**src/rtl/pc_gen.sv**
```systemverilog
// Fetch program-counter generator: sequential advance, stall hold, redirect,
// sticky halt with explicit resume, misaligned-target flag and fetch counter.
module pc_gen #(
    parameter int unsigned WIDTH      = 32,
    parameter int unsigned STEP       = 4,
    parameter logic [31:0] RESET_PC   = 32'h0000_0000,
    parameter int unsigned ALIGN_BITS = 2,
    parameter int unsigned CNT_W      = 32
) (
    input  logic             clk,
    input  logic             rstn,
    input  logic             stall_i,
    input  logic             redirect_i,
    input  logic [WIDTH-1:0] redirect_pc_i,
    input  logic             halt_i,
    input  logic             resume_i,
    output logic [WIDTH-1:0] pc_o,
    output logic [WIDTH-1:0] pc_next_o,
    output logic             pc_valid_o,
    output logic             halted_o,
    output logic             misalign_o,
    output logic [CNT_W-1:0] fetch_cnt_o
);

    localparam logic [WIDTH-1:0] RESET_VAL  = WIDTH'(RESET_PC);
    localparam logic [WIDTH-1:0] STEP_VAL   = WIDTH'(STEP);
    // Mask of low bits that must be zero; all-zero mask disables the check.
    localparam logic [WIDTH-1:0] ALIGN_MASK = WIDTH'((64'd1 << ALIGN_BITS) - 64'd1);

    typedef enum logic {
        ST_RUN    = 1'b0,
        ST_HALTED = 1'b1
    } state_e;

    state_e           state_q, state_d;
    logic [WIDTH-1:0] pc_q, pc_d;
    logic [CNT_W-1:0] cnt_q, cnt_d;
    logic             misalign_q, misalign_d;
    logic             load_c;
    logic             adv_c;

    // Next-state, next-PC and side-flag decode
    always_comb begin
        state_d    = state_q;
        pc_d       = pc_q;
        load_c     = 1'b0;
        adv_c      = 1'b0;
        unique case (state_q)
            ST_RUN: begin
                if (redirect_i) begin
                    load_c = 1'b1;
                end else if (stall_i) begin
                    pc_d = pc_q;
                end else if (halt_i) begin
                    state_d = ST_HALTED;
                end else begin
                    adv_c = 1'b1;
                end
            end
            ST_HALTED: begin
                if (resume_i) begin
                    state_d = ST_RUN;
                    load_c  = redirect_i;
                end
            end
            default: state_d = ST_RUN;
        endcase

        if (load_c) begin
            pc_d = redirect_pc_i;
        end else if (adv_c) begin
            pc_d = pc_q + STEP_VAL;
        end

        cnt_d      = (load_c || adv_c) ? cnt_q + CNT_W'(1) : cnt_q;
        misalign_d = load_c && ((redirect_pc_i & ALIGN_MASK) != '0);
    end

    always_ff @(posedge clk or negedge rstn) begin
        if (!rstn) begin
            state_q    <= ST_RUN;
            pc_q       <= RESET_VAL;
            cnt_q      <= '0;
            misalign_q <= 1'b0;
        end else begin
            state_q    <= state_d;
            pc_q       <= pc_d;
            cnt_q      <= cnt_d;
            misalign_q <= misalign_d;
        end
    end

    assign pc_o        = pc_q;
    assign pc_next_o   = pc_d;
    assign pc_valid_o  = (state_q == ST_RUN);
    assign halted_o    = (state_q == ST_HALTED);
    assign misalign_o  = misalign_q;
    assign fetch_cnt_o = cnt_q;

endmodule

```
**config.mk**
```make
export PLATFORM = sky130hd
export DESIGN_NAME = pc_gen
export DESIGN_NICKNAME = d
export VERILOG_FILES = /design/src/rtl/pc_gen.sv
export SDC_FILE = /design/constraint.sdc
export NUM_CORES = 1
export LEC_CHECK = 0
export CAP_MARGIN = 20
export CORE_ASPECT_RATIO = 0.8
export CORE_MARGIN = 2
export CORE_UTILIZATION = 45
export CTS_BUF_LIST = sky130_fd_sc_hd__clkbuf_4 sky130_fd_sc_hd__clkbuf_8
export DETAILED_ROUTE_END_ITERATION = 10
export GPL_TIMING_DRIVEN = 0
export PLACE_DENSITY = 0.87
export SYNTH_ARGS = -nofsm -noshare
export SYNTH_HDL_FRONTEND = slang
export SYNTH_SLANG_ARGS = --single-unit
```
**constraint.sdc**
```tcl
create_clock -name clk -period 2.8 [get_ports clk]
set_input_delay 0.56 -clock clk [delete_from_list [all_inputs] [get_ports clk]]
set_output_delay 0.56 -clock clk [all_outputs]
set_load 0.02 [all_outputs]
```
==> results.toml <==
[synthesis]
ys_warn_count = 0
ys_ff_latch = 66
synth.distinct_cells = 36
synth_nets = 387
syn_avg_cell_area_um2 = 9.85
synth_area_um2 = 3420
syn-instance-count = 347
ys_seq_area_frac = 0.483

[final_layout]
final_cell_mix = "100 x clkdlybuf4s50_1, 60 x dfrtp_1, 48 x buf_4"
fin_util = 0.796
syn2layout_area_growth_pct = 72.0
insertedDiodeCount = 0
layoutNonFillerInstCount = 645
fin_area_um2 = 5880
final_common_cell = "clkdlybuf4s50_1"
nets = 575
drive_gt1_frac = 0.319

[die]
die_h_um = 82.0
die_w_um = 101
num_rows = 28
io_pins = 137
start_util = 0.463
die_area_um2 = 8320
core-area_um2 = 7390

[sta]
setup_viol = 15
worstMarginPinSlew_ps = 859
period_share = 1.06
max_slew_margin = 0.427
drv_slew = 0
finalHoldViolCount = 0
rsz0062_at_grt = "true"
hold_slack_ps = 295
fmax_ghz = 0.337
fin_skew_ps = 14.0
finalWorstSetupSlack_ps = -170
fin_tns_setup_ps = -1280
fin_crit_ps = 2970

[status]
violations = "negative setup slack"
status = "complete, but fails checks"

[placement]
gp_congestion = 0.845
portBuffers = 135
place_inst = 587
dp.final_hpwl_mm = 7.59
dpl_cell_area_um2 = 4920

[setup_path]
critPathKind = "reg2out"
rrSetupSlack_ps = 420
crit_fanout = 6
r2r_end = "fetch_cnt_o[12]"
r2r_start = "halted_o"
arrival_ps = 2410
worst_ep_required_time_ps = 2240
r2r_cells = 7
cp-end-kind = "primary output"
cp-start-kind = "flip-flop"

[global_routing]
grt_use_met3 = 0.0723
grt_use_met2 = 0.489
grt_pass1_vias = 3571
grt_remaining_overflow = 0
grt_pass1_wl_mm = 18.2
grt_usage = 0.287
antenna_found_initial = 0
grt_max_degree = 67
met1_usage = 0.358
top_usage_layer = "met2"

[detailed_routing]
dr.pass1.iters = 5
drc = 0
wl_per_cell_um = 19.8
via_count = 3810
viasPerCell = 5.91
wirelength_mm = 12.8
antenna_left = 0
drt_iter0_markers = 248

[pwr]
powerDensity_nw_per_um2 = 544
ir_worst_vdd_mv = 0.500
p_leak_nw = 2.31

[flow_run]
drv_cap = 0

[clocking]
root_buffer = "clkbuf_8"
cts.sinks = 66
clk_pin_slew_ps = 70
cts_made_buffers = 9
clk_path_buf_depth = 2
cts_tree = "built"
h-tree-depth = 3
clk_latency_ps = 350

[worst_hold_path]
worstHoldPathType = "in2async"
## through the flow
step	worst slack (ps)	total power [W]
5_1_grt	-229	0.00332
6_report	-170	0.00320
3_5_place_dp	-1410	0.00218
3_3_place_gp	-1330	0.00215
4_1_cts	-161	0.00310
2_1_floorplan	15.9	0.00167
## state kept, by name, indices dropped and copies added (netlist names)
signal,cells
fetch_cnt_o,32
misalign_o,1
pc_o,32
halted_o,1
## logic make-up after synthesis
family / count (synthesis) / synth area share
XOR/XNOR: 39 / 0.0999
multiplexers: 3 / 0.00988
flip-flops: 66 / 0.483
adder cells (fa/ha/maj): 2 / 0.00732
AND/OR/NAND/NOR: 161 / 0.273
AO/OA/AOI/OAI: 56 / 0.103
buffers and inverters: 20 / 0.0245
## routing by layer
| metal | wire length, um | up-vias |
|---|---|---|
| li1 | - | 1677 |
| met1 | 4950 | 1833 |
| met2 | 6190 | 245 |
| met3 | 1190 | 55 |
| met4 | 464 | 0 |
| met5 | 0 | - |
## Yosys cell counts, drive strengths merged
| library cell | instances | area share |
|---|---|---|
| xnor2 | 30 | 0.077 |
| o21ai | 9 | 0.013 |
| a31oi | 21 | 0.038 |
| and4 | 10 | 0.026 |
| o21ba | 1 | 0.0029 |
| o211ai | 1 | 0.0022 |
| mux2 | 3 | 0.0099 |
| inv | 6 | 0.0066 |
| nor4 | 1 | 0.0062 |
| o41ai | 1 | 0.0026 |
| or3 | 9 | 0.016 |
| buf | 2 | 0.0048 |
| ha | 2 | 0.0073 |
| and3 | 12 | 0.022 |
| clkbuf | 12 | 0.013 |
| nand3 | 21 | 0.031 |
| nor4bb | 1 | 0.0029 |
| o31ai | 11 | 0.024 |
| a21oi | 10 | 0.015 |
| nand4 | 26 | 0.053 |
| or4 | 15 | 0.034 |
| a21boi | 1 | 0.0022 |
| dfrtp | 66 | 0.48 |
| a311oi | 1 | 0.0026 |
| or4b | 1 | 0.0029 |
| nand2b | 3 | 0.0055 |
| and2 | 4 | 0.0073 |
| nand2 | 18 | 0.020 |
| nor2 | 35 | 0.038 |
| nor3 | 5 | 0.0073 |
| xor2 | 9 | 0.023 |
## critical path, stage by stage (launching register included)
cell,delay (ps)
dfrtp_1,410
nand4_4,130
or4_4,560
buf_6,160
buf_6,120
or3_4,330
a31oi_4,210
buf_6,140
## where the power goes
part | switching (W) | leakage (nW) | internal (W)
combinational | 0.000592 | 1.40 | 0.000525
clock | 0.000391 | 0.102 | 0.000469
sequential | 0.000161 | 0.808 | 0.00106
## worst max path at each step
stage	end	slack, ps	startpoint	depth (start not counted)
floorplan	pc_next_o[22]	20	redirect_i	5
global placement	pc_next_o[23]	-1330	stall_i	7
detailed placement	pc_next_o[12]	-1410	stall_i	7
CTS	pc_next_o[22]	-160	halted_o	7
global route	pc_next_o[23]	-230	pc_o[17]	7
finish	pc_next_o[23]	-170	pc_o[17]	7
## repair_timing
action | in CTS | in global routing
setup buffers | 28 | 10
setup endpoints to repair | 32 | 30
resized for setup | 200 | 76
hold buffers | 0 | 0
gates cloned | 3 | 0
pin swaps | 18 | 16
## cell type report
type / instances / area [um2]
buffer: 14 / 109
clock buffer: 12 / 159
clock inverter: 4 / 50.0
fill: 457 / 1510
inverter: 6 / 22.5
multi-input combinational: 262 / 2120
sequential: 66 / 1660
tap: 105 / 131
timing repair buffer: 176 / 1630
Power figures use the tool's default switching activity.
